==> config.mk <==
export PLATFORM = sky130hd
export DESIGN_NAME = serial_frame_receiver
export DESIGN_NICKNAME = d
export VERILOG_FILES = /design/src/rtl/serial_frame_receiver.sv
export SDC_FILE = /design/constraint.sdc
export NUM_CORES = 1
export LEC_CHECK = 0
export CAP_MARGIN = 20
export CELL_PAD_IN_SITES_DETAIL_PLACEMENT = 2
export CELL_PAD_IN_SITES_GLOBAL_PLACEMENT = 2
export CORE_MARGIN = 10
export CORE_UTILIZATION = 36
export CTS_CLUSTER_SIZE = 10
export DETAILED_ROUTE_END_ITERATION = 7
export PLACE_DENSITY_LB_ADDON = 0.1
export SYNTH_ARGS = -nofsm -noshare
export SYNTH_HDL_FRONTEND = slang
export SYNTH_SLANG_ARGS = --single-unit
==> constraint.sdc <==
create_clock -name clk -period 3.4 [get_ports clk]
set_input_delay 0.51 -clock clk [delete_from_list [all_inputs] [get_ports clk]]
set_output_delay 0.51 -clock clk [all_outputs]
set_load 0.05 [all_outputs]
==> src/rtl/serial_frame_receiver.sv <==
// Serial frame receiver: start bit, LSB-first payload, optional even parity, stop bit.
// Reports each frame with a one-cycle valid pulse qualified by parity and framing flags.
module serial_frame_receiver #(
  parameter int DATA_BITS = 8,
  parameter bit PARITY_EN = 1'b1
) (
  input  logic                 clk,
  input  logic                 rst,
  input  logic                 data,
  output logic [DATA_BITS-1:0] data_out,
  output logic                 valid,
  output logic                 parity_err,
  output logic                 frame_err,
  output logic                 busy
);

  localparam int CW = $clog2(DATA_BITS);

  typedef enum logic [1:0] {
    IDLE,
    DATA,
    PARITY,
    STOP
  } state_t;

  state_t               state;
  state_t               state_next;
  logic [CW-1:0]        bit_cnt;
  logic [DATA_BITS-1:0] payload;
  logic                 parity_bit;
  logic                 last_bit;
  logic                 start_en;
  logic                 shift_en;
  logic                 parity_en;
  logic                 load_en;

  assign last_bit = (bit_cnt == CW'(DATA_BITS - 1));

  always_ff @(posedge clk) begin
    if (!rst) begin
      state <= IDLE;
    end else begin
      state <= state_next;
    end
  end

  always_comb begin
    state_next = state;
    case (state)
      IDLE:    if (!data) state_next = DATA;
      DATA:    if (last_bit) state_next = PARITY_EN ? PARITY : STOP;
      PARITY:  state_next = STOP;
      STOP:    state_next = IDLE;
      default: state_next = IDLE;
    endcase
  end

  always_comb begin
    start_en  = 1'b0;
    shift_en  = 1'b0;
    parity_en = 1'b0;
    load_en   = 1'b0;
    case (state)
      IDLE:    start_en  = !data;
      DATA:    shift_en  = 1'b1;
      PARITY:  parity_en = 1'b1;
      STOP:    load_en   = 1'b1;
      default: ;
    endcase
  end

  // The counter parks on the last index rather than wrapping; a new start bit re-arms it.
  always_ff @(posedge clk) begin
    if (!rst) begin
      bit_cnt    <= '0;
      payload    <= '0;
      parity_bit <= 1'b0;
      data_out   <= '0;
      valid      <= 1'b0;
      parity_err <= 1'b0;
      frame_err  <= 1'b0;
      busy       <= 1'b0;
    end else begin
      valid <= load_en;
      busy  <= (state_next != IDLE);
      if (start_en) begin
        bit_cnt <= '0;
        payload <= '0;
      end
      if (shift_en) begin
        payload[bit_cnt] <= data;
        if (!last_bit) bit_cnt <= bit_cnt + CW'(1);
      end
      if (parity_en) parity_bit <= data;
      if (load_en) begin
        data_out   <= payload;
        parity_err <= PARITY_EN ? (^payload ^ parity_bit) : 1'b0;
        frame_err  <= ~data;
      end
    end
  end

endmodule

Word-level counts from Yosys, hierarchy flattened
Index checks and enable logic that the tools add are counted.
Word-level totals
  input port bits: 3
  logic and storage cells: 39
  output and inout bits: 12
  flip-flop bits (word level): 26
Cells by class
  bitwise logic cells: 2
  reduce and logical (&&, ||, !) cells: 5
  order comparisons: 2
  add/subtract/negate cells: 1
  multiplexer cells: 16
  equal/unequal tests: 4
Operators with widths (number)
  $mux 8: 3
  $mux 3: 3
  $bwmux 8: 1
  $pmux 2 s4: 1
  $reduce_xor 8->1: 1
  $mux 1: 5
  $eq 2x2->1 const B: 2
  $lt 3x4->1 const B: 1
  $mux 2: 2
  $add 3x1->3 const B: 1
  $demux 1 s3: 1
  $eq 3x3->1 const B: 1
  $ge 3x1->1 const B: 1
  $eq 2x1->1 const B: 1
  $logic_not 2->1: 1
  $reduce_bool 2->1: 1
  $logic_and 1x1->1: 1
  $logic_not 1->1: 1
  $not 1->1: 1
  $xor 1x1->1: 1

Longest topological paths before layout
Gate-level depths: netlist of run 1.
  word-level depth: 6
  gate-level depth with buffers: 6
  gate-level depth less buffers: 6

Worst setup path after synthesis of run 1
Ideal clock, no wire load.
  path type: input to register
  from: input port data
  to: register bit_cnt[1]
  cell stages on the path: 5
  slack: 1.973 ns
  buffers on the path: 1
  library setup time: 0.118 ns
  data arrival time: 1.309 ns
  required time: 3.282 ns
  cell sequence: or3_4 buf_6 nor2b_4 a22oi_1 nor2b_1
Between the ends
  longest elaborated chain between the ends: 5
Ends and longest elaborated chain
  start, declared: line 9  | input logic data,
  $logic_not 1->1 (*): line 64  | IDLE: start_en = !data;
  $mux 1 (*): line 63  | case (state)
  $mux 3 (*): line 86  | if (start_en) begin
  $mux 3: line 92  | if (!last_bit) bit_cnt <= bit_cnt + CW'(1);
  $mux 3 (*): line 90  | if (shift_en) begin
  end signal, assigned: line 92
  end, declared: line 28  | logic [CW-1:0] bit_cnt;
Mark *: on every way between the ends. The rest lies on a longest branch, timed or not.
A chain may end at the register's enable or synchronous reset.

Worst setup path after layout of run 1
  from: register data_out[2]
  to: output port data_out[2]
RTL lines
  start, declared: line 10  | output logic [DATA_BITS-1:0] data_out,
  start signal, assigned: line 96  | data_out <= payload;
No word-level cell between the ends.

==> report_table.html, run 1 <==
<table>
<tr><th>Metric</th><th>Value</th></tr>
<tr><th colspan="2">Floorplan</th></tr>
<tr><td>Row count</td><td>21</td></tr>
<tr><td>Placeable core region</td><td>3337 um^2</td></tr>
<tr><td>Die span in x</td><td>78.69 um</td></tr>
<tr><td>Die H</td><td>78.69 um</td></tr>
<tr><td>Area of the die</td><td>6191 um^2</td></tr>
<tr><td>Top-level port count</td><td>15</td></tr>
<tr><td>Starting Density</td><td>37.16%</td></tr>
<tr><th colspan="2">CTS</th></tr>
<tr><td>Number of clock sinks</td><td>26</td></tr>
<tr><td>Clock transition at the register clock pins on the worst setup and hold paths after CTS</td><td>0.14 ns</td></tr>
<tr><td>Post-CTS Setup Inserts</td><td>0</td></tr>
<tr><td>CTS Buf Count</td><td>3</td></tr>
<tr><td>Clock tree root driver cell</td><td>clkbuf_4</td></tr>
<tr><td>Hold-fix buffer count after cts</td><td>0</td></tr>
<tr><td>Clock network latency to the later pin of the worst-skew pair</td><td>0.33 ns</td></tr>
<tr><td>Clk buf depth</td><td>2</td></tr>
<tr><td>Maximum level of the CTS H-tree</td><td>1</td></tr>
<tr><td>Cells resized by post-CTS repair</td><td>0</td></tr>
<tr><td>TritonCTS clock tree</td><td>done</td></tr>
<tr><th colspan="2">Cells and area</th></tr>
<tr><td>Number of nets in the layout</td><td>145</td></tr>
<tr><td>Fillers</td><td>375</td></tr>
<tr><td>Area overhead of the layout relative to synthesis</td><td>15.44%</td></tr>
<tr><td>Fraction of final layout cells with drive strength greater than 1</td><td>7.914%</td></tr>
<tr><td>Final design area excluding fillers</td><td>1431 um^2</td></tr>
<tr><td>Antenna Diode Count</td><td>0</td></tr>
<tr><th colspan="2">Synth</th></tr>
<tr><td>Synth async-reset ratio</td><td>0%</td></tr>
<tr><td>Post-synthesis average cell area</td><td>9.465 um^2</td></tr>
<tr><td>Number of enable-type register cells in the synthesized netlist</td><td>0</td></tr>
<tr><td>Number of warnings issued by yosys</td><td>0</td></tr>
<tr><td>Synthesized instance count</td><td>131</td></tr>
<tr><td>Post-synth cell types</td><td>40</td></tr>
<tr><td>Prevailing post-synth register cell</td><td>dfxtp_1</td></tr>
<tr><td>Syn nets</td><td>136</td></tr>
<tr><td>Post-synthesis sequential area ratio</td><td>41.98%</td></tr>
<tr><td>Count of state elements after synthesis</td><td>26</td></tr>
<tr><td>Synthesized cell area</td><td>1240 um^2</td></tr>
<tr><th colspan="2">Outcome</th></tr>
<tr><td>Result of the run</td><td>finished, final reports clean</td></tr>
<tr><th colspan="2">STA</th></tr>
<tr><td>Maximum clock rate</td><td>0.4960 GHz</td></tr>
<tr><td>Max-slew violations</td><td>0</td></tr>
<tr><td>Worst slew margin relative to its limit</td><td>48.64%</td></tr>
<tr><td>Final Hold Fails</td><td>0</td></tr>
<tr><td>RSZ-0062 raised after global routing</td><td>no</td></tr>
<tr><td>Sum Neg Setup Slack</td><td>0 ns</td></tr>
<tr><td>Worst Tran Pin Value</td><td>0.7680 ns</td></tr>
<tr><td>Post-layout min period</td><td>2.016 ns</td></tr>
<tr><td>Final setup viols</td><td>0</td></tr>
<tr><td>Setup clock skew after layout</td><td>0.001271 ns</td></tr>
<tr><td>Part of the cycle the worst path needs</td><td>59.30%</td></tr>
<tr><th colspan="2">Critical path</th></tr>
<tr><td>Critical path fanouts, max</td><td>2</td></tr>
<tr><td>Kind of critical path</td><td>reg -&gt; out</td></tr>
<tr><td>Crit path max-delay family</td><td>buffers and inverters</td></tr>
<tr><td>Cells on worst reg2reg path</td><td>6</td></tr>
<tr><td>Register-to-Register Setup Slack</td><td>1.76 ns</td></tr>
<tr><td>Arrival time of the worst setup path</td><td>1.51 ns</td></tr>
<tr><td>Startpoint type of the worst setup path</td><td>flop</td></tr>
<tr><td>R2R Path Start</td><td>bit_cnt[1]$_SDFF_PN0_</td></tr>
<tr><td>R2R Path End</td><td>bit_cnt[2]$_SDFF_PN0_</td></tr>
<tr><td>Cells along the critical path</td><td>clkdlybuf4s50_1</td></tr>
<tr><td>Cell with the largest stage delay on the worst path</td><td>clkdlybuf4s50_1</td></tr>
<tr><td>Delay of the slowest cell on the worst path</td><td>0.81 ns</td></tr>
<tr><td>Worst Path Required</td><td>2.89 ns</td></tr>
<tr><td>Combined buffer and inverter count along the critical path</td><td>1</td></tr>
<tr><td>Endpoint class of the critical path</td><td>primary output</td></tr>
<tr><th colspan="2">Job</th></tr>
<tr><td>Maxcap violations</td><td>0</td></tr>
<tr><th colspan="2">Hold path</th></tr>
<tr><td>Worst min path class</td><td>reg -&gt; reg</td></tr>
<tr><td>Origin of the worst min-delay path</td><td>data_out[6]$_SDFFE_PN0P_</td></tr>
<tr><td>Number of instances on the worst hold path</td><td>2</td></tr>
<tr><td>End point of the most critical hold path</td><td>data_out[6]$_SDFFE_PN0P_</td></tr>
<tr><th colspan="2">Power and ir drop</th></tr>
<tr><td>Maximum VDD drop</td><td>0.0002044 V</td></tr>
<tr><td>Leakage</td><td>0.5094 nW</td></tr>
<tr><td>Power density normalized to cell area</td><td>402.5 nW/um^2</td></tr>
<tr><th colspan="2">Drt</th></tr>
<tr><td>DR vias</td><td>946</td></tr>
<tr><td>Total wire length after detailed routing</td><td>3008 um</td></tr>
<tr><td>DRT Pass-1 Iters</td><td>3</td></tr>
<tr><td>Post-route DRC</td><td>0</td></tr>
<tr><td>Average vias per placed instance</td><td>5.114</td></tr>
<tr><td>Routed len/inst</td><td>16.26 um</td></tr>
<tr><td>Remaining antenna violation count</td><td>0</td></tr>
<tr><td>Initial drt markers</td><td>40</td></tr>
<tr><th colspan="2">Placed design</th></tr>
<tr><td>Dpl hpwl</td><td>2087 um</td></tr>
<tr><td>Port Buffer Count</td><td>14</td></tr>
<tr><td>Gpl congestion</td><td>0.7318</td></tr>
<tr><td>Instance area at placement</td><td>1379 um^2</td></tr>
<tr><th colspan="2">GRT</th></tr>
<tr><td>Wire length of the first global-routing pass</td><td>5237 um</td></tr>
<tr><td>Largest net degree at the start of global routing</td><td>26</td></tr>
<tr><td>Global route overflow</td><td>0</td></tr>
<tr><td>Overall track demand over capacity in global routing</td><td>10.50%</td></tr>
<tr><td>Antenna violations before repair</td><td>0</td></tr>
<tr><td>Number of global-route vias before repair</td><td>1,011</td></tr>
</table>
[final cells by class]
type / count / area [um^2] / share of cell area [%]
tap: 46 / 57.56 / 4.021
multi-input combinational: 93 / 653.1 / 45.63
clock inverter: 1 / 30.03 / 2.098
sequential: 26 / 520.5 / 36.36
inverter: 2 / 7.507 / 0.5245
timing repair buffer: 14 / 140.1 / 9.790
clock buffer: 3 / 22.52 / 1.573
[worst register-to-register path: stages, from the launching register on]
cell	delay, ns
dfxtp_1	0.44
ha_1	0.24
ha_1	0.22
nor3b_4	0.34
nor2b_4	0.08
a22oi_1	0.15
nor2b_1	0.07
[metal layers]
| layer | wire length [um] | vias up | track usage [%] |
|---|---|---|---|
| li1 | - | 464 | - |
| met1 | 1389 | 465 | 12.27 |
| met2 | 1478 | 13 | 18.26 |
| met3 | 104 | 4 | 2.392 |
| met4 | 35 | 0 | 3.763 |
| met5 | 0 | - | 0 |
[logic make-up after synthesis]
kind of cell,after synthesis,share of synthesized area [%]
compound gates,21,12.41
xor+xnor,6,5.349
fa+ha+maj,2,2.018
buf+inv,12,5.348
flops,26,41.98
mux,6,4.844
simple gates,58,28.05
[registers in the layout, summed over array words and instances, names as in the netlist]
| register | count |
|---|---|
| valid | 1 |
| payload | 8 |
| state | 2 |
| frame_err | 1 |
| data_out | 8 |
| bit_cnt | 3 |
| parity_err | 1 |
| parity_bit | 1 |
| busy | 1 |
[metrics by stage]
| step | hold WS, ns | setup slack, ns | cells | power [mW] | utilization (%) |
|---|---|---|---|---|---|
| floorplan | 0.4613 | 1.973 | 131 | 0.3575 | - |
| global placement | 0.4549 | 1.233 | 181 | 0.3646 | 41.32 |
| detailed placement | 0.4674 | 1.153 | 181 | 0.3671 | 41.32 |
| CTS | 0.4876 | 1.353 | 185 | 0.5851 | 42.89 |
| global route | 0.5225 | 1.287 | 185 | 0.6087 | 42.89 |
| finish | 0.4809 | 1.384 | 185 | 0.5762 | 42.89 |
[placed cells by master (no fill, tap or decap), drive strengths merged, types with 2 or more instances in the layout]
cell,instances
dfxtp,26
nand2,20
clkdlybuf4s50,14
a21boi,11
nor2b,11
nand3,6
mux2i,6
and2,6
xnor2,3
nand3b,3
nand4,3
clkbuf,3
nor3b,3
a21oi,2
xor2,2
inv,2
o21a,2
a22oi,2
ha,2
[worst max-delay path by stage]
stage | from | slack (ns) | end | cells after the start
4_1_cts | data_out[2]$_SDFFE_PN0P_ | 1.35 | data_out[2] | 1
6_report | data_out[2]$_SDFFE_PN0P_ | 1.38 | data_out[2] | 1
3_3_place_gp | data | 1.23 | payload[7]$_SDFF_PN0_ | 5
3_5_place_dp | data | 1.15 | payload[7]$_SDFF_PN0_ | 5
5_1_grt | parity_err$_SDFFE_PN0P_ | 1.29 | parity_err | 1
2_1_floorplan | data | 1.97 | bit_cnt[1]$_SDFF_PN0_ | 5
[cell usage after synthesis (all sizes together) (3+ instances only)]
cell type | n | share of area (%)
mux2i | 6 | 4.8
nand3 | 6 | 2.4
clkbuf | 6 | 1.9
nor2b | 11 | 6.4
and2 | 6 | 3.1
dfxtp | 26 | 42
a21boi | 11 | 6.7
buf | 4 | 2.8
nor3b | 3 | 3.1
nand2 | 20 | 6.1
nand4 | 3 | 1.5
nand3b | 3 | 1.8
xnor2 | 3 | 2.1
[report_power, final]
part           switching [mW]  total (mW)  internal (mW)
Sequential            0.00719       0.316          0.309
Combinational          0.0241      0.0440         0.0199
Clock                  0.0964       0.216          0.119
(Power assumes the default switching activity.)
==> run 2, diff against run 1 <==
--- a/config.mk
+++ b/config.mk
@@ -9,7 +9,7 @@
 export CELL_PAD_IN_SITES_DETAIL_PLACEMENT = 2
 export CELL_PAD_IN_SITES_GLOBAL_PLACEMENT = 2
 export CORE_MARGIN = 10
-export CORE_UTILIZATION = 36
+export CORE_UTILIZATION = 30
 export CTS_CLUSTER_SIZE = 10
 export DETAILED_ROUTE_END_ITERATION = 7
 export PLACE_DENSITY_LB_ADDON = 0.1
==> constraint.sdc (replaced) <==
create_clock -name clk -period 1.7 [get_ports clk]
set_input_delay 0.255 -clock clk [delete_from_list [all_inputs] [get_ports clk]]
set_output_delay 0.255 -clock clk [all_outputs]
set_load 0.05 [all_outputs]
==> run 2 against run 1 <==
  * Via count increased by 2.4%
  * Worst hold slack worse by 0.0077 ns
  * Sequential cell count unchanged
  * Setup slack got worse by 1.2 ns
  * Clock-buffer cell count stayed put
  * Wire length increased by 6.4%
  * Register-to-register slack got worse by 1.5 ns
  * Clock power rose by 70%
  * Sequential share of layout area is 0.41 points lower
  * Final cell count is 5.4% higher
==> report_table.html, run 2 (same netlist as run 1, synthesis figures left out) <==
<table>
<tr><th>Metric</th><th>Value</th></tr>
<tr><th colspan="2">Outcome</th></tr>
<tr><td>Result of the run</td><td>finished, final reports clean</td></tr>
<tr><th colspan="2">CTS</th></tr>
<tr><td>CTS Buf Count</td><td>3</td></tr>
<tr><td>Hold-fix buffer count after cts</td><td>0</td></tr>
<tr><td>Cells resized by post-CTS repair</td><td>0</td></tr>
<tr><td>Maximum level of the CTS H-tree</td><td>1</td></tr>
<tr><td>Clock network latency to the later pin of the worst-skew pair</td><td>0.28 ns</td></tr>
<tr><td>Post-CTS Setup Inserts</td><td>0</td></tr>
<tr><td>Clock tree root driver cell</td><td>clkbuf_8</td></tr>
<tr><td>Clock transition at the register clock pins on the worst setup and hold paths after CTS</td><td>0.09 ns</td></tr>
<tr><td>TritonCTS clock tree</td><td>done</td></tr>
<tr><td>Number of clock sinks</td><td>26</td></tr>
<tr><td>Clk buf depth</td><td>2</td></tr>
<tr><th colspan="2">STA</th></tr>
<tr><td>Setup clock skew after layout</td><td>0.004921 ns</td></tr>
<tr><td>Max-slew violations</td><td>0</td></tr>
<tr><td>Sum Neg Setup Slack</td><td>0 ns</td></tr>
<tr><td>Part of the cycle the worst path needs</td><td>87.46%</td></tr>
<tr><td>Maximum clock rate</td><td>0.6726 GHz</td></tr>
<tr><td>Worst Tran Pin Value</td><td>0.4366 ns</td></tr>
<tr><td>Final Hold Fails</td><td>0</td></tr>
<tr><td>RSZ-0062 raised after global routing</td><td>no</td></tr>
<tr><td>Post-layout min period</td><td>1.487 ns</td></tr>
<tr><td>Final setup viols</td><td>0</td></tr>
<tr><td>Worst slew margin relative to its limit</td><td>70.76%</td></tr>
<tr><th colspan="2">Hold path</th></tr>
<tr><td>End point of the most critical hold path</td><td>data_out[6]$_SDFFE_PN0P_</td></tr>
<tr><td>Number of instances on the worst hold path</td><td>2</td></tr>
<tr><td>Origin of the worst min-delay path</td><td>data_out[6]$_SDFFE_PN0P_</td></tr>
<tr><td>Worst min path class</td><td>reg -&gt; reg</td></tr>
<tr><th colspan="2">Drt</th></tr>
<tr><td>Routed len/inst</td><td>16.42 um</td></tr>
<tr><td>DR vias</td><td>969</td></tr>
<tr><td>DRT Pass-1 Iters</td><td>4</td></tr>
<tr><td>Average vias per placed instance</td><td>4.969</td></tr>
<tr><td>Total wire length after detailed routing</td><td>3201 um</td></tr>
<tr><td>Initial drt markers</td><td>47</td></tr>
<tr><td>Post-route DRC</td><td>0</td></tr>
<tr><td>Remaining antenna violation count</td><td>0</td></tr>
<tr><th colspan="2">GRT</th></tr>
<tr><td>Largest net degree at the start of global routing</td><td>15</td></tr>
<tr><td>Number of global-route vias before repair</td><td>1,119</td></tr>
<tr><td>Antenna violations before repair</td><td>0</td></tr>
<tr><td>Overall track demand over capacity in global routing</td><td>9.459%</td></tr>
<tr><td>Wire length of the first global-routing pass</td><td>5451 um</td></tr>
<tr><td>Global route overflow</td><td>0</td></tr>
<tr><th colspan="2">Placed design</th></tr>
<tr><td>Port Buffer Count</td><td>14</td></tr>
<tr><td>Gpl congestion</td><td>0.6891</td></tr>
<tr><td>Dpl hpwl</td><td>2369 um</td></tr>
<tr><td>Placed cell count</td><td>192</td></tr>
<tr><th colspan="2">Power and ir drop</th></tr>
<tr><td>Clock network power share</td><td>33.5%</td></tr>
<tr><td>PnR Total Power</td><td>1.096 mW</td></tr>
<tr><td>Power share of the sequential group</td><td>57.1%</td></tr>
<tr><td>Fraction of power spent switching nets</td><td>24.86%</td></tr>
<tr><td>Power density normalized to cell area</td><td>757.3 nW/um^2</td></tr>
<tr><td>Maximum VDD drop</td><td>0.0002694 V</td></tr>
<tr><td>Power Internal</td><td>0.8237 mW</td></tr>
<tr><td>Net switching component of the power</td><td>0.2726 mW</td></tr>
<tr><td>Leakage</td><td>0.5620 nW</td></tr>
<tr><td>Combinational Power Share</td><td>9.3%</td></tr>
<tr><th colspan="2">Floorplan</th></tr>
<tr><td>Placeable core region</td><td>4000 um^2</td></tr>
<tr><td>Area of the die</td><td>7105 um^2</td></tr>
<tr><td>Die H</td><td>84.29 um</td></tr>
<tr><td>Top-level port count</td><td>15</td></tr>
<tr><td>Row count</td><td>23</td></tr>
<tr><td>Die span in x</td><td>84.29 um</td></tr>
<tr><td>Starting Density</td><td>31.00%</td></tr>
<tr><th colspan="2">Job</th></tr>
<tr><td>Maxcap violations</td><td>0</td></tr>
<tr><th colspan="2">Cells and area</th></tr>
<tr><td>Commonest non-fill, non-tap cell in the layout</td><td>dfxtp_1</td></tr>
<tr><td>Number of nets in the layout</td><td>152</td></tr>
<tr><td>Most frequent cells in the layout</td><td>dfxtp_1, nand2_1, buf_4</td></tr>
<tr><td>Fraction of final layout cells with drive strength greater than 1</td><td>20.00%</td></tr>
<tr><td>Top Registers</td><td>data_out: 8 flops, payload: 8 flops, bit_cnt: 3 flops</td></tr>
<tr><td>Final standard cell count with taps included and fillers excluded</td><td>195</td></tr>
<tr><td>Area overhead of the layout relative to synthesis</td><td>16.75%</td></tr>
<tr><td>Antenna Diode Count</td><td>0</td></tr>
<tr><th colspan="2">Critical path</th></tr>
<tr><td>Combined buffer and inverter count along the critical path</td><td>0</td></tr>
<tr><td>Cells along the critical path</td><td>ha_1 &gt; ha_1 &gt; nor3b_4 &gt; nor2b_4 &gt; a22oi_1 &gt; nor2b_1</td></tr>
<tr><td>Cell occurring most often along the worst timing path</td><td>ha_1</td></tr>
<tr><td>Cell with the largest stage delay on the worst path</td><td>dfxtp_1</td></tr>
<tr><td>Cells on worst reg2reg path</td><td>6</td></tr>
<tr><td>Worst Path Required</td><td>1.88 ns</td></tr>
<tr><td>Endpoint class of the critical path</td><td>flop</td></tr>
<tr><td>Arrival time of the worst setup path</td><td>1.67 ns</td></tr>
<tr><td>Critical path fanouts, max</td><td>5</td></tr>
<tr><td>Startpoint type of the worst setup path</td><td>flop</td></tr>
<tr><td>R2R Path Start</td><td>bit_cnt[0]$_SDFF_PN0_</td></tr>
<tr><td>Delay of the slowest cell on the worst path</td><td>0.33 ns</td></tr>
<tr><td>Crit path max-delay family</td><td>simple AND/OR/NAND/NOR gates</td></tr>
<tr><td>R2R Path End</td><td>bit_cnt[1]$_SDFF_PN0_</td></tr>
<tr><td>Kind of critical path</td><td>reg -&gt; reg</td></tr>
<tr><td>Register-to-Register Setup Slack</td><td>0.21 ns</td></tr>
</table>
run 2: cell types whose count changed in the layout (fill, tap and decap cells not counted), sizes merged:
| cell | before | now |
|---|---|---|
| buf | 0 | 19 |
| clkdlybuf4s50 | 14 | 2 |
| bufinv | 1 | 0 |
run 2: worst reg2reg max path: stages, from the launching register on:
cell	delay, ns
dfxtp_1	0.33
ha_1	0.19
ha_1	0.23
nor3b_4	0.33
nor2b_4	0.08
a22oi_1	0.16
nor2b_1	0.06
run 2: metal layers:
metal  global-route usage (%)  up-vias  share of wire (%)  wire length (um)
met5                        0        -                  0                 0
met4                    4.110        0                1.8                57
met3                    3.092        5                3.5               113
met2                    16.18       10                 50              1592
met1                    10.41      484                 45              1437
li1                         -      470                  -                 -
run 2: per-stage QoR:
stage	utilization (%)	hold WS, ns	cell area [um^2]	worst slack [ns]
after floorplan	-	0.3869	1240	0.2945
final	36.19	0.4732	1448	0.2132
after global placement	35.16	0.4543	1406	0.08487
after global routing	36.19	0.5126	1448	0.07774
after CTS	36.19	0.4804	1448	0.1822
after detailed placement	35.16	0.4666	1406	0.04741
run 2: power groups by stage:
stage / Combinational, mW / Sequential (mW) / Clock [mW]
6_report: 0.102 / 0.626 / 0.368
5_1_grt: 0.113 / 0.628 / 0.415
4_1_cts: 0.105 / 0.627 / 0.389
3_5_place_dp: 0.104 / 0.641 / 0
3_3_place_gp: 0.101 / 0.640 / 0
2_1_floorplan: 0.0697 / 0.645 / 0
run 2: area by class of cell:
type | count | area (um^2)
Tap cell | 50 | 62.56
Inverter | 2 | 7.507
Fill cell | 436 | 2552
Sequential cell | 26 | 520.5
Clock buffer | 3 | 41.29
Multi-Input combinational cell | 93 | 653.1
Timing Repair Buffer | 21 | 162.7
run 2: how the worst max path moves through the flow:
stage | cells past startpoint | endpoint | from | slack (ns)
6_report | 6 | bit_cnt[1]$_SDFF_PN0_ | bit_cnt[0]$_SDFF_PN0_ | 0.21
3_5_place_dp | 5 | bit_cnt[1]$_SDFF_PN0_ | data | 0.05
4_1_cts | 6 | bit_cnt[1]$_SDFF_PN0_ | bit_cnt[0]$_SDFF_PN0_ | 0.18
2_1_floorplan | 6 | bit_cnt[1]$_SDFF_PN0_ | bit_cnt[0]$_SDFF_PN0_ | 0.29
3_3_place_gp | 5 | payload[2]$_SDFF_PN0_ | data | 0.08
5_1_grt | 4 | payload[2]$_SDFF_PN0_ | state[0]$_SDFF_PN0_ | 0.08
==> run 3, diff against run 2 <==
--- a/config.mk
+++ b/config.mk
@@ -8,6 +8,7 @@
 export CAP_MARGIN = 20
 export CELL_PAD_IN_SITES_DETAIL_PLACEMENT = 2
 export CELL_PAD_IN_SITES_GLOBAL_PLACEMENT = 2
+export CORE_ASPECT_RATIO = 1.4
 export CORE_MARGIN = 10
 export CORE_UTILIZATION = 30
 export CTS_CLUSTER_SIZE = 10
==> run 3 against run 2 <==
  * Via count decreased by 0.62%
  * Sequential share of layout area increased by 0.22 points
  * Sequential cell count unchanged
  * Clock-buffer cell count is the same
  * Total power is 0.95% lower
  * Cell area decreased by 0.61%
  * Register-to-register slack barely moved
  * Clock skew increased by 0.00058 ns
  * First-iteration DRC count decreased by 66%
  * Critical endpoint unchanged
==> report_table.html, run 3 (same netlist as run 1, synthesis figures left out) <==
<table>
<tr><th>Metric</th><th>Value</th></tr>
<tr><th colspan="2">Floorplan</th></tr>
<tr><td>Starting Density</td><td>31.37%</td></tr>
<tr><td>Placeable core region</td><td>3953 um^2</td></tr>
<tr><td>Die H</td><td>96.07 um</td></tr>
<tr><td>Row count</td><td>27</td></tr>
<tr><td>Die span in x</td><td>74.34 um</td></tr>
<tr><td>Top-level port count</td><td>15</td></tr>
<tr><td>Area of the die</td><td>7141 um^2</td></tr>
<tr><th colspan="2">Cells and area</th></tr>
<tr><td>Final core area utilization</td><td>36.40%</td></tr>
<tr><td>Fillers</td><td>434</td></tr>
<tr><td>Most frequent cells in the layout</td><td>dfxtp_1, nand2_1, buf_4</td></tr>
<tr><td>Top Registers</td><td>data_out: 8 flops, payload: 8 flops, bit_cnt: 3 flops</td></tr>
<tr><td>Number of nets in the layout</td><td>152</td></tr>
<tr><td>Area overhead of the layout relative to synthesis</td><td>16.04%</td></tr>
<tr><td>Commonest non-fill, non-tap cell in the layout</td><td>dfxtp_1</td></tr>
<tr><td>Fraction of final layout cells with drive strength greater than 1</td><td>20.00%</td></tr>
<tr><td>Antenna Diode Count</td><td>0</td></tr>
<tr><th colspan="2">Placed design</th></tr>
<tr><td>Port Buffer Count</td><td>14</td></tr>
<tr><td>Dpl hpwl</td><td>2338 um</td></tr>
<tr><td>Gpl congestion</td><td>0.7138</td></tr>
<tr><th colspan="2">CTS</th></tr>
<tr><td>Clk buf depth</td><td>2</td></tr>
<tr><td>Clock transition at the register clock pins on the worst setup and hold paths after CTS</td><td>0.09 ns</td></tr>
<tr><td>Post-CTS Setup Inserts</td><td>0</td></tr>
<tr><td>Clock tree root driver cell</td><td>clkbuf_8</td></tr>
<tr><td>Number of clock sinks</td><td>26</td></tr>
<tr><td>Clock network latency to the later pin of the worst-skew pair</td><td>0.27 ns</td></tr>
<tr><td>Maximum level of the CTS H-tree</td><td>1</td></tr>
<tr><td>Cells resized by post-CTS repair</td><td>0</td></tr>
<tr><td>TritonCTS clock tree</td><td>done</td></tr>
<tr><td>Hold-fix buffer count after cts</td><td>0</td></tr>
<tr><td>CTS Buf Count</td><td>3</td></tr>
<tr><th colspan="2">Hold path</th></tr>
<tr><td>Number of instances on the worst hold path</td><td>2</td></tr>
<tr><td>Worst min path class</td><td>reg -&gt; reg</td></tr>
<tr><th colspan="2">STA</th></tr>
<tr><td>RSZ-0062 raised after global routing</td><td>no</td></tr>
<tr><td>Post-layout min period</td><td>1.476 ns</td></tr>
<tr><td>Setup clock skew after layout</td><td>0.005505 ns</td></tr>
<tr><td>Maximum clock rate</td><td>0.6774 GHz</td></tr>
<tr><td>Sum Neg Setup Slack</td><td>0 ns</td></tr>
<tr><td>Final setup viols</td><td>0</td></tr>
<tr><td>Final Hold Fails</td><td>0</td></tr>
<tr><td>Part of the cycle the worst path needs</td><td>86.84%</td></tr>
<tr><td>Worst slew margin relative to its limit</td><td>72.94%</td></tr>
<tr><td>Max-slew violations</td><td>0</td></tr>
<tr><td>Worst Tran Pin Value</td><td>0.4042 ns</td></tr>
<tr><th colspan="2">Critical path</th></tr>
<tr><td>R2R Path Start</td><td>bit_cnt[0]$_SDFF_PN0_</td></tr>
<tr><td>Arrival time of the worst setup path</td><td>1.64 ns</td></tr>
<tr><td>Startpoint type of the worst setup path</td><td>flop</td></tr>
<tr><td>Cells on worst reg2reg path</td><td>6</td></tr>
<tr><td>Critical path fanouts, max</td><td>5</td></tr>
<tr><td>Worst Path Required</td><td>1.87 ns</td></tr>
<tr><td>Endpoint class of the critical path</td><td>flop</td></tr>
<tr><td>R2R Path End</td><td>bit_cnt[1]$_SDFF_PN0_</td></tr>
<tr><td>Crit path capture</td><td>bit_cnt[1]$_SDFF_PN0_</td></tr>
<tr><td>Critical Path Source</td><td>bit_cnt[0]$_SDFF_PN0_</td></tr>
<tr><td>Register-to-Register Setup Slack</td><td>0.22 ns</td></tr>
<tr><td>Kind of critical path</td><td>reg -&gt; reg</td></tr>
<tr><th colspan="2">GRT</th></tr>
<tr><td>Antenna violations before repair</td><td>0</td></tr>
<tr><td>Number of global-route vias before repair</td><td>1,109</td></tr>
<tr><td>Largest net degree at the start of global routing</td><td>15</td></tr>
<tr><td>Global route overflow</td><td>0</td></tr>
<tr><td>Wire length of the first global-routing pass</td><td>5368 um</td></tr>
<tr><td>Overall track demand over capacity in global routing</td><td>9.567%</td></tr>
<tr><th colspan="2">Job</th></tr>
<tr><td>Maxcap violations</td><td>0</td></tr>
<tr><th colspan="2">Power and ir drop</th></tr>
<tr><td>Leakage</td><td>0.5620 nW</td></tr>
<tr><td>Maximum VDD drop</td><td>0.0003712 V</td></tr>
<tr><td>Power density normalized to cell area</td><td>754.7 nW/um^2</td></tr>
<tr><th colspan="2">Drt</th></tr>
<tr><td>Post-route DRC</td><td>0</td></tr>
<tr><td>DRT Pass-1 Iters</td><td>3</td></tr>
<tr><td>Total wire length after detailed routing</td><td>3082 um</td></tr>
<tr><td>Routed len/inst</td><td>16.39 um</td></tr>
<tr><td>DR vias</td><td>963</td></tr>
<tr><td>Average vias per placed instance</td><td>5.122</td></tr>
<tr><td>Initial drt markers</td><td>16</td></tr>
<tr><td>Remaining antenna violation count</td><td>0</td></tr>
<tr><th colspan="2">Outcome</th></tr>
<tr><td>Result of the run</td><td>finished, final reports clean</td></tr>
</table>
run 3: worst min path at each step:
stage | startpoint | end | slack [ns]
after floorplan | rst | state[0]$_SDFF_PN0_ | 0.39
after global placement | data_out[4]$_SDFFE_PN0P_ | data_out[4]$_SDFFE_PN0P_ | 0.45
after detailed placement | data_out[7]$_SDFFE_PN0P_ | data_out[7]$_SDFFE_PN0P_ | 0.46
after CTS | data_out[7]$_SDFFE_PN0P_ | data_out[7]$_SDFFE_PN0P_ | 0.47
after global routing | data_out[3]$_SDFFE_PN0P_ | data_out[3]$_SDFFE_PN0P_ | 0.51
final | data_out[7]$_SDFFE_PN0P_ | data_out[7]$_SDFFE_PN0P_ | 0.47
run 3: where the power goes:
group / leakage, nW / switching (mW) / internal, mW
sequential: 0.210 / 0.00852 / 0.617
combinational: 0.330 / 0.0558 / 0.0464
clock: 0.0216 / 0.199 / 0.159
total: 0.562 / 0.263 / 0.823
run 3: cell type report:
cell class                      count  area [um^2]  area share, %
Clock buffer                        3        41.29          2.870
Inverter                            2        7.507         0.5217
Tap cell                           43        53.80          3.739
Multi-Input combinational cell     93        653.1          45.39
Timing Repair Buffer               21        162.7          11.30
Sequential cell                    26        520.5          36.17
run 3: per-layer routing:
| layer | GRT usage, % | share of wire (%) |
|---|---|---|
| met5 | 0 | 0 |
| met4 | 3.211 | 1.2 |
| met3 | 1.957 | 2.7 |
| met2 | 18.30 | 57 |
| met1 | 9.910 | 39 |
run 3: metrics by stage:
step | instances | hold WS [ns] | power (mW) | cell area [um^2] | setup WS (ns)
3_3_place_gp | 185 | 0.4499 | 0.7389 | 1398 | 0.07304
5_1_grt | 188 | 0.5093 | 1.153 | 1439 | 0.08574
6_report | 188 | 0.4659 | 1.086 | 1439 | 0.2237
3_5_place_dp | 185 | 0.4610 | 0.7457 | 1398 | 0.04058
4_1_cts | 188 | 0.4740 | 1.112 | 1439 | 0.1755
2_1_floorplan | 131 | 0.3869 | 0.7149 | 1240 | 0.2945
run 3: critical path, cell delays in order (launching register included):
cell	delay (ns)
dfxtp_1	0.32
ha_1	0.20
ha_1	0.22
nor3b_4	0.32
nor2b_4	0.08
a22oi_1	0.16
nor2b_1	0.06
==> RTL change (settings of run 2) <==
`PARITY_EN`: 1'b1 -> 1'b0.
--- a/src/rtl/serial_frame_receiver.sv
+++ b/src/rtl/serial_frame_receiver.sv
@@ -3,5 +3,5 @@
 module serial_frame_receiver #(
   parameter int DATA_BITS = 8,
-  parameter bit PARITY_EN = 1'b1
+  parameter bit PARITY_EN = 1'b0
 ) (
   input  logic                 clk,
Check against the original RTL: no difference found for any inputs over 10 cycles, from zero or initial values and one cycle with rst low; that may be too few to reach the edited logic, so the function may still have changed.
==> RTL change against run 2 <==
Setup slack gained 29 ps; design area down 9.9%; count of clock-buffer cells in the layout stayed put; largest power group unchanged; sequential share of layout area grew 0.86 points; sequential cell count down 2; fmax is 2.0% higher; total power decreased by 2.4%; sequential power is 7.0% lower; critical endpoint is now bit_cnt[0]; wire length is 16% lower; area after synthesis shrank 11%; largest cell class unchanged; critical path depth decreased by 2.
==> RTL change: results (changes against run 2) <==
post-synthesis sequential area ratio=43.3% (was 42.0%); drt drc=0 (unchanged); met1 usage=10.1% (was 10.4%); Worst setup SP type=register (unchanged); DP HPWL=2000 um (was 2370 um); Synth cell types=31 (was 40); clk buf depth=2 (unchanged); GP Congestion=0.793 (was 0.689); grt met2 use=16.0% (was 16.2%); routed vias=863 (was 969); Reg clk slew, reported paths=about 80 ps; GRT met3 Usage=2.10% (was 3.09%); # diodes=0 (unchanged); Net Count, Synth=119 (was 136); Pleak=0.543 nW (was 0.562 nW); largest net degree at the start of global routing=15 (unchanged); number of global-route vias before repair=962 (was 1119); WP data arrival=1620 ps (was 1670 ps); Reg2Reg Setup Slack=240 ps (was 210 ps); H-tree levels=1 (unchanged); most used flip-flop cell after synthesis=dfxtp_1 (unchanged); VDD IR-drop max=243 uV (was 269 uV); r2r startpoint=bit_cnt[2] (was bit_cnt[0]); DRT iter0 DRCs=17 (was 47); share of layout cells above drive strength 1=27.4% (was 20.0%); CP max FO=12 (was 5); GRT Util Overall=9.00% (was 9.46%); Fill cells=411 (was 436); initial antenna violation count=0 (unchanged); Port Buffers=13 (was 14); Clock Latency Late Sink=260 ps (was 280 ps); Clock Root Buffer=clkbuf_8 (unchanged); reg2reg path depth=4 (was 6); Commonest cells post-synth=dfxtp_1 (24), nor2_1 (18), mux2i_1 (8), o221a_2 (7), ha_1 (6) (was dfxtp_1 (26), nand2_1 (20), a21boi_0 (10), nor2b_1 (9)); CP endpoint=bit_cnt[0] (was bit_cnt[1]); final wirelength=2700 um (was 3200 um); biggest regs=data_out (8), payload (8), bit_cnt (3) (unchanged); yosys warns=0 (unchanged); largest cells by area after synthesis=dfxtp_1 (43%), mux2i_1 (7.2%), o221a_2 (7.1%) (was dfxtp_1 (42%), a21boi_0 (6.1%), nand2_1 (6.1%)); Min-Delay Path Class=register to register (unchanged); CTS buffer count=3 (unchanged); DR pass1 iterations=4 (unchanged); clock skew=4.28 ps (was 4.92 ps); status=finished, final reports clean (unchanged); ys async rst share=0% (unchanged); NumNets Final=135 (was 152); first-pass GRT wire length=4670 um (was 5450 um)
RTL change: cell types whose count changed after synthesis, sizes merged, moves of 5 or more:
cell,run 2,this run
nor2,1,18
nand2,20,4
a21boi,11,0
nor2b,11,1
o221a,0,8
and2,6,1
RTL change: routing by layer:
metal	routed length, um	up-vias	part of all wire, %
li1	-	416	-
met2	1380	9	51
met3	88	4	3.3
met5	0	-	0
met1	1190	434	44
met4	34	0	1.3
RTL change: repair_timing:
action | 4_1_cts | 5_1_grt
setup buffers | 0 | 0
resized for setup | 0 | 1
setup endpoints to repair | 0 | 2
RTL change: cells by family after synthesis:
family | Yosys count | synth area share (%)
buffers and inverters | 14 | 7.67
AOI/OAI and AO/OA | 19 | 15.0
DFF | 24 | 43.3
and+or+nand+nor | 38 | 19.6
adders and majority gates | 6 | 6.77
muxes | 8 | 7.22
other | 1 | 0.338
RTL change: worst min-delay path by stage:
stage,from,to,slack (ps),depth (start not counted)
finish,frame_err,frame_err,490,2
global route,frame_err,frame_err,540,2
CTS,frame_err,frame_err,500,2
detailed placement,data_out[7],data_out[7],490,2
global placement,frame_err,frame_err,470,2
floorplan,rst,state[0],420,2
RTL change: where the power goes:
group	switching (mW)	total, mW	internal (mW)	leakage, nW
logic	0.0950	0.156	0.0606	0.327
registers	0.00810	0.582	0.574	0.194
clock network	0.174	0.332	0.158	0.0216
RTL change: worst max-delay path, stage by stage (launching register included):
cell,delay [ps]
dfxtp_1,450
ha_1,310
nand2b_1,210
and3_1,200
o21a_1,180
RTL change: stage by stage:
step | instances | cell area, um^2 | hold slack [ps] | setup slack (ps) | util, %
detailed placement | 169 | 1260 | 486 | 144 | 35.0
global route | 172 | 1310 | 543 | 138 | 36.2
CTS | 172 | 1300 | 503 | 112 | 36.1
global placement | 169 | 1260 | 470 | 216 | 35.0
floorplan | 110 | 1110 | 424 | 386 | -
finish | 172 | 1310 | 491 | 242 | 36.2
RTL change: layout make-up:
type                    count  area (um^2)  area share [%]
clock buffers               3         41.3            3.16
multi-input cells          72          546            41.8
repair buffers             21          163            12.5
inverters                   4         15.0            1.15
flip-flops and latches     24          480            36.8
well taps                  48         60.1            4.60
